==> src/rtl/keypad_pkg.sv <==
// Shared types and constants for the 4x4 matrix keypad scanner.
package keypad_pkg;

  localparam int unsigned SCAN_DIV_DEFAULT = 17;
  localparam int unsigned DEBOUNCE_DEFAULT = 4;

  typedef enum logic [1:0] {
    StScan,
    StConfirm,
    StPressed,
    StRelease
  } state_e;

  // Nibble at index {row, col} holds the key code; row 0 sits in the low 16 bits.
  localparam logic [63:0] KEYMAP = 64'hDEF0_C987_B654_A321;

endpackage

==> src/rtl/scan_tick_gen.sv <==
// Free-running divider producing a one-cycle scan tick every 2^SCAN_DIV clocks.
module scan_tick_gen
  import keypad_pkg::*;
#(
  parameter int unsigned SCAN_DIV = SCAN_DIV_DEFAULT
) (
  input  logic i_clock,
  input  logic i_reset,
  output logic o_tick
);

  logic [SCAN_DIV-1:0] r_div;

  always_ff @(posedge i_clock) begin
    if (i_reset) begin
      r_div <= '0;
    end else begin
      r_div <= r_div + 1'b1;
    end
  end

  assign o_tick = &r_div;

endmodule

==> src/rtl/keypad_scanner.sv <==
// 4x4 keypad scanner: synchronizes rows, walks the active-low column, debounces
// press and release, and reports each accepted key once.
module keypad_scanner
  import keypad_pkg::*;
#(
  parameter int unsigned SCAN_DIV = SCAN_DIV_DEFAULT,
  parameter int unsigned DEBOUNCE = DEBOUNCE_DEFAULT
) (
  input  logic        clock,
  input  logic        reset,
  input  logic [3:0]  ROW,
  output logic [3:0]  COL,
  output logic [3:0]  key_code,
  output logic        key_valid,
  output logic        key_held,
  output logic [31:0] data
);

  localparam logic [3:0] DebMax = 4'(DEBOUNCE);
  localparam bit         DebOne = (DEBOUNCE == 1);

  logic [3:0]  r_row_meta;
  logic [3:0]  r_row_sync;
  state_e      r_state;
  logic [1:0]  r_col_idx;
  logic [3:0]  r_col;
  logic [1:0]  r_row_idx;
  logic [3:0]  r_cnt;
  logic        r_lock;
  logic [1:0]  r_sweep;
  logic [3:0]  r_key_code;
  logic        r_key_valid;
  logic        r_key_held;
  logic [31:0] r_data;

  logic        w_tick;
  logic        w_hit;
  logic [1:0]  w_hit_row;
  logic        w_same;
  logic [3:0]  w_cnt_inc;
  logic [3:0]  w_new_code;
  logic        w_accept;
  logic        w_release;

  scan_tick_gen #(
    .SCAN_DIV(SCAN_DIV)
  ) u_tick (
    .i_clock(clock),
    .i_reset(reset),
    .o_tick (w_tick)
  );

  always_comb begin
    w_hit     = (r_row_sync != 4'hF);
    w_hit_row = 2'd3;
    for (int i = 3; i >= 0; i--) begin
      if (!r_row_sync[i]) w_hit_row = 2'(i);
    end
    w_same     = w_hit && (w_hit_row == r_row_idx);
    w_cnt_inc  = r_cnt + 4'd1;
    w_new_code = KEYMAP[{w_hit_row, r_col_idx, 2'b00} +: 4];
    w_accept   = w_tick &&
                 ((r_state == StScan && w_hit && !r_lock && DebOne) ||
                  (r_state == StConfirm && w_same && w_cnt_inc == DebMax));
    w_release  = w_tick && !w_hit &&
                 ((r_state == StPressed && DebOne) ||
                  (r_state == StRelease && w_cnt_inc == DebMax));
  end

  always_ff @(posedge clock) begin
    if (reset) begin
      r_row_meta  <= 4'hF;
      r_row_sync  <= 4'hF;
      r_state     <= StScan;
      r_col_idx   <= 2'd0;
      r_col       <= 4'b1110;
      r_row_idx   <= 2'd0;
      r_cnt       <= 4'd0;
      r_lock      <= 1'b0;
      r_sweep     <= 2'd0;
      r_key_code  <= 4'd0;
      r_key_valid <= 1'b0;
      r_key_held  <= 1'b0;
      r_data      <= 32'd0;
    end else begin
      r_row_meta  <= ROW;
      r_row_sync  <= r_row_meta;
      r_key_valid <= 1'b0;
      if (w_accept) begin
        r_key_valid <= 1'b1;
        r_key_code  <= w_new_code;
        r_data      <= {r_data[27:0], w_new_code};
        r_key_held  <= 1'b1;
        r_row_idx   <= w_hit_row;
        r_cnt       <= 4'd0;
        r_lock      <= 1'b1;
        r_sweep     <= 2'd0;
        r_state     <= StPressed;
      end else if (w_release) begin
        r_key_held <= 1'b0;
        r_col_idx  <= r_col_idx + 2'd1;
        r_col      <= {r_col[2:0], r_col[3]};
        r_cnt      <= 4'd0;
        r_state    <= StScan;
      end else if (w_tick) begin
        unique case (r_state)
          StScan: begin
            if (!w_hit) begin
              r_col_idx <= r_col_idx + 2'd1;
              r_col     <= {r_col[2:0], r_col[3]};
              // Lock clears only after a full column sweep sees no key down.
              if (r_lock) begin
                if (r_sweep == 2'd3) r_lock <= 1'b0;
                r_sweep <= r_sweep + 2'd1;
              end
            end else if (r_lock) begin
              r_sweep <= 2'd0;
            end else begin
              r_row_idx <= w_hit_row;
              r_cnt     <= 4'd1;
              r_state   <= StConfirm;
            end
          end
          StConfirm: begin
            if (w_same) begin
              r_cnt <= w_cnt_inc;
            end else begin
              r_cnt   <= 4'd0;
              r_state <= StScan;
            end
          end
          StPressed: begin
            if (!w_hit) begin
              r_cnt   <= 4'd1;
              r_state <= StRelease;
            end
          end
          StRelease: begin
            if (!w_hit) begin
              r_cnt <= w_cnt_inc;
            end else begin
              r_cnt   <= 4'd0;
              r_state <= StPressed;
            end
          end
          default: r_state <= StScan;
        endcase
      end
    end
  end

  assign COL       = r_col;
  assign key_code  = r_key_code;
  assign key_valid = r_key_valid;
  assign key_held  = r_key_held;
  assign data      = r_data;

endmodule
==> config.mk <==
export PLATFORM = sky130hd
export DESIGN_NAME = keypad_scanner
export DESIGN_NICKNAME = d
export VERILOG_FILES = /design/src/rtl/keypad_pkg.sv /design/src/rtl/scan_tick_gen.sv /design/src/rtl/keypad_scanner.sv
export SDC_FILE = /design/constraint.sdc
export NUM_CORES = 1
export LEC_CHECK = 0
export ABC_AREA = 0
export CORE_MARGIN = 2
export CORE_UTILIZATION = 58
export DETAILED_ROUTE_END_ITERATION = 7
export PLACE_DENSITY = 0.95
export SETUP_SLACK_MARGIN = 0.2
export SLEW_MARGIN = 10
export SYNTH_ARGS = -nofsm -noshare
export SYNTH_HDL_FRONTEND = slang
export SYNTH_SLANG_ARGS = --single-unit
export TNS_END_PERCENT = 100
==> constraint.sdc <==
create_clock -name clock -period 5.6 [get_ports clock]
set_input_delay 1.12 -clock clock [delete_from_list [all_inputs] [get_ports clock]]
set_output_delay 1.12 -clock clock [all_outputs]
set_load 0.01 [all_outputs]
# ---- Word-level counts from Yosys, hierarchy flattened
# Cells that the tools add are included.
dict set report totals {
  ff_bits 80
  input_bits 6
  out_inout_bits 42
  word_cells 114
}
dict set report op_classes {
  add_sub_neg 4
  n_eq_ne 21
  shifts 1
  n_mux 45
  n_bitwise 2
  reduce_logical 26
}
# operator n
set op_table {}
lappend op_table {{variable part select 64 x 7 -> 4 bit, first input constant} 1}
lappend op_table {{two-way mux 2 bit} 23}
lappend op_table {{AND reduction 20 bit} 2}
lappend op_table {{two-way mux 4 bit} 9}
lappend op_table {{inequality test 4 bit, second input constant} 6}
lappend op_table {{AND reduction 22 bit} 1}
lappend op_table {{adder 17 x 1 -> 17 bit, second input constant} 1}
lappend op_table {{AND reduction 17 bit} 1}
lappend op_table {{one-hot mux 4 bit (4 select lines)} 1}
lappend op_table {{inequality test 2 bit, second input constant} 6}
lappend op_table {{nonzero test 2 bit} 6}
lappend op_table {{two-way mux 1 bit} 11}
lappend op_table {{one-hot mux 2 bit (4 select lines)} 1}
lappend op_table {{AND reduction 4 bit} 2}
lappend op_table {{logical AND 1 bit} 7}
lappend op_table {{equality test 2 bit, second input constant} 3}
lappend op_table {{inequality test 2 x 1 -> 1 bit, second input constant} 3}
lappend op_table {{AND reduction 6 bit} 1}
lappend op_table {{AND reduction 5 bit} 1}
lappend op_table {{adder 2 x 1 -> 2 bit, second input constant} 2}
lappend op_table {{adder 4 x 1 -> 4 bit, second input constant} 1}
lappend op_table {{equality test 4 x 3 -> 1 bit, second input constant} 1}
lappend op_table {{nonzero test 3 bit} 1}
lappend op_table {{OR reduction 3 bit} 1}
lappend op_table {{6 further kinds} 7}

# ---- Depth between registers and ports, before layout
dict set report logic_depth {
  word_depth 10
  depth_mapped 13
  mapped_depth_nobuf 11
}

# ---- Modules after synthesis
# Synthesis repeated with hierarchy kept, for this count alone.
dict set report hier_totals {
  hier_cells 396
  hier_area_um2 3400.8
}
# module n_inst cells_each area_each_um2 seq_area_each_um2
set by_module_without_submodules {}
lappend by_module_without_submodules {keypad_scanner 1 315 2667.6 1181.1}
lappend by_module_without_submodules {scan_tick_gen 1 81 733.2 340.3}

# ---- Worst setup path after synthesis
# OpenSTA, ideal clock, no wires.
dict set report synth_path {
  path_kind {reg2reg}
  start {reg u_tick.r_div[0]}
  end {reg r_key_code[2] (netlist: key_code[2])}
  setup_time_ns 0.070
  arrival_time_ns 2.399
  required_time_ns 5.530
  path_slack_ns 3.130
  stages_incl_launch_ff 14
  n_path_buf 2
  synth_period_minus_slack_ns 2.470
  cell_sequence {dfxtp_1 ha_1 nand3_1 nor2_1 nand4_1 nor2_1 ha_1 nand3_1 nor3_2 and3_1 buf_2 buf_4 nand3_1 a21oi_1}
}
dict set report synth_between {
  elab_chain_len 2
}
# item line_no
set synth_rtl {}
lappend synth_rtl {{start: declaration} scan_tick_gen.sv:12} ;# logic [SCAN_DIV-1:0] r_div;
lappend synth_rtl {{start signal: assignment} scan_tick_gen.sv:18} ;# r_div <= r_div + 1'b1;
lappend synth_rtl {{AND reduction 17 bit} scan_tick_gen.sv:22} ;# assign o_tick = &r_div;
lappend synth_rtl {{logical AND 1 bit} keypad_scanner.sv:62} ;# w_accept = w_tick &&
lappend synth_rtl {{end signal: assignment} keypad_scanner.sv:91} ;# r_key_code <= w_new_code;
lappend synth_rtl {{end: declaration} keypad_scanner.sv:31} ;# logic [3:0] r_key_code;
# No other way between the ends.
# A chain may end at the register's enable or synchronous reset.

# ---- Worst setup path after layout
dict set report layout_path {
  start {reg u_tick.r_div[0]}
  end {reg r_key_code[1] (netlist: key_code[1])}
}
# The elaborated chain is that of the path after synthesis.

==> flow_summary.toml <==
[status]
status = "completed"

[placement]
globalplace.congestion = 0.895
dpl.hpwl_mm = 4.14
io_buffer_count = 47

[floorplan]
rows = 27
die_y_um = 78.5
initial_core_util_pct = 59.2
die_area_um2 = 6160
ios = 48
die-width_um = 78.5
core_area_um2 = 5440

[global_route]
gr-usage-all-layers_pct = 22.9
grt_max_degree = 76
antenna_found_initial = 0
grt_pass1_vias = 2450
grt.overflow.total = 0
grt_pass1_wl_mm = 11.1

[cts]
clockBufferDepth = 2
cts_setup_buffers = 0
cts_root_buf = "clkbuf_8"
tritoncts = "done"
clk_pin_slew_ns = 0.08
cts_resized = 0
cts_hold_buf = 0
numCtsBuffers = 9
clock_latency_ns = 0.35
h-tree-depth = 3
clock-sinks = 76

[drt]
route.vias.total = 2682
routed_wl_mm = 6.56
antenna_left = 0
dr.pass1.iters = 4
vias_per_cell = 5.48
drt-initial-drc-count = 155
drcViolationCount = 0
post_drt_wl_per_cell_um = 13.4

[power]
p_int_uw = 786
clkPwrFrac_pct = 42.9
p_per_area_nw_per_um2 = 262
leakage_nw = 1.39
pwr-share-seq_pct = 54.3
swShare_pct = 22.3
power_frac_comb_pct = 2.8
p_switching_uw = 226
ir_drop_mv = 0.293

[worst_setup_path]
slowest_stage = "and3_1"
end_kind = "register"
critPathRequiredTime_ns = 5.82
cp.depth = 11
reg2reg_slack_ns = 2.07
crit_chain = "ha_1 -> nand3_1 -> nor2_1 -> nand4_1 -> nor2_1 -> ha_1 -> nand3_1 -> nor3_2 -> and3_1 -> mux2i_1 -> nor2_1"
cp_max_fo = 33
cp_common_cell = "nor2_1"
r2r-end = "key_code[1]$_SDFFE_PP0P_"
path_buf_inv = 0
r2r-start = "u_tick.r_div[0]$_SDFF_PP0_"
crit_start = "u_tick.r_div[0]$_SDFF_PP0_"
r2r_cells = 11
slowest_delay_ns = 0.99
crit_family = "simple AND/OR/NAND/NOR gates"
worstSetupStartpointType = "register"
crit_arrival_ns = 3.75
worstSetupEndpoint = "key_code[1]$_SDFFE_PP0P_"
path_class = "register to register"

[finish]
mostFrequentLayoutCell = "dfxtp_1"
syn2layout_area_growth_pct = 20.0
nets = 428
layout_common_cells = "dfxtp_1, nand2_1, clkdlybuf4s50_1, a21oi_1, nor2_1"
drive_above_1_share_pct = 8.39
diodes = 0

[synthesis]
syn_inst = 379
yosysWarnings = 0
synth_nets = 395
post_synth_num_cell_types = 46
ys_dominant_reg_cell = "dfxtp_1"
synth_area_um2 = 3220
synth_seq_area_share_pct = 47.3
syn_area_per_cell_um2 = 8.49
synth-edff-count = 0
async_flop_share_pct = 0
ys_seq_elements = 76

[sta]
skew_ns = 0.00860
grt_setup_unrepaired = "no"
slew_headroom_pct = 24.5
tightest_slew_ns = 1.13
fin_tns_setup_ns = 0
finalSetupViolations = 0
period_minus_slack_ns = 3.53
hold_viol = 0
whs_ns = 0.413
finalCritPeriodShare_pct = 63.1
drv_slew = 0
fmax_mhz = 283

[job]
drv_cap = 0

[min_path]
hold_class = "register to register"
-- sequential cells by signal, indices dropped and copies added (netlist names), 3 cells and up --
signal and count:
data 29, u_tick.r_div 17, COL 4, r_cnt 4, r_row_meta 4, r_row_sync 4, key_code 3
-- power groups by stage --
stage | logic, mW | registers, mW | clock network (mW)
2_1_floorplan | 0.0228 | 0.559 | 0
3_3_place_gp | 0.0269 | 0.561 | 0
3_5_place_dp | 0.0278 | 0.561 | 0
4_1_cts | 0.0282 | 0.549 | 0.439
5_1_grt | 0.0318 | 0.550 | 0.462
6_report | 0.0286 | 0.549 | 0.434
-- worst min-delay path by stage --
| stage | from | to | slack [ns] | cells after the start |
|---|---|---|---|---|
| floorplan | r_row_meta[0]$_SDFF_PP1_ | r_row_sync[0]$_SDFF_PP1_ | 0.39 | 1 |
| global placement | r_row_meta[0]$_SDFF_PP1_ | r_row_sync[0]$_SDFF_PP1_ | 0.39 | 1 |
| detailed placement | r_row_meta[2]$_SDFF_PP1_ | r_row_sync[2]$_SDFF_PP1_ | 0.40 | 1 |
| CTS | r_row_meta[2]$_SDFF_PP1_ | r_row_sync[2]$_SDFF_PP1_ | 0.42 | 1 |
| global route | r_row_meta[1]$_SDFF_PP1_ | r_row_sync[1]$_SDFF_PP1_ | 0.43 | 1 |
| finish | r_row_meta[2]$_SDFF_PP1_ | r_row_sync[2]$_SDFF_PP1_ | 0.41 | 1 |
-- final cells by class --
| cell class | instances | area, um2 |
|---|---|---|
| fillers | 381 | 1580 |
| multi-input cells | 270 | 1540 |
| flip-flops and latches | 76 | 1520 |
| repair buffers | 48 | 473 |
| clock buffers | 11 | 151 |
| well taps | 72 | 90.1 |
| clock inverters | 5 | 58.8 |
| inverters | 7 | 26.3 |
-- worst reg2reg max path, delay by kind of cell, from the launching register on --
kind,cells,cell delay (ns)
AND/OR/NAND/NOR,8,2.33
adder cells (fa/ha/maj),2,0.41
flip-flops,1,0.39
multiplexers,1,0.28
-- layer usage --
layer	vias up	share of wire, %	track usage [%]
li1	1353	-	-
met1	1233	43	26.7
met2	87	51	39.7
met3	9	5.4	6.67
met4	0	1.5	8.60
met5	-	0	0
-- cell families (layout without fill, tap and decap cells) --
family	Yosys count	count (layout)	synth area share, %
AOI/OAI and AO/OA	71	71	13.1
muxes	6	6	1.87
and+or+nand+nor	168	168	25.0
buffers and inverters	33	71	4.86
adders and majority gates	10	10	3.89
xor gates and xnor gates	15	15	4.08
DFF	76	76	47.3
-- cell usage after synthesis (all sizes together) (2+ instances only) --
master | instances | area, um2
dfxtp | 76 | 1520
nand2 | 74 | 278
a21oi | 43 | 215
nor2 | 34 | 128
nand3 | 14 | 82.6
buf | 13 | 81.3
clkbuf | 13 | 48.8
ha | 10 | 125
nor3 | 10 | 55.1
or2 | 8 | 50.1
xnor2 | 8 | 70.1
inv | 7 | 26.3
nor2b | 7 | 43.8
o21ai | 7 | 35.0
xor2 | 7 | 61.3
mux2i | 6 | 60.1
nand4 | 6 | 43.8
a31oi | 4 | 25.0
a211oi | 3 | 27.5
and2 | 3 | 18.8
and3 | 3 | 20.0
and4 | 3 | 30.0
or3 | 3 | 18.8
a21o | 2 | 15.0
nor4 | 2 | 27.5
o2111ai | 2 | 17.5
o211a | 2 | 20.0
o211ai | 2 | 15.0
-- through the flow --
step                utilization (%)  power, mW  cell area [um2]  std cells  worst slack (ns)
floorplan                         -      0.582             3220        379              3.13
global placement               67.1      0.588             3650        473              2.28
detailed placement             67.1      0.589             3650        473              2.13
CTS                            71.0       1.02             3860        489              2.05
global route                   71.0       1.04             3860        489              1.69
finish                         71.0       1.01             3860        489              2.07
Note: power is estimated with default switching activity, not from simulation.
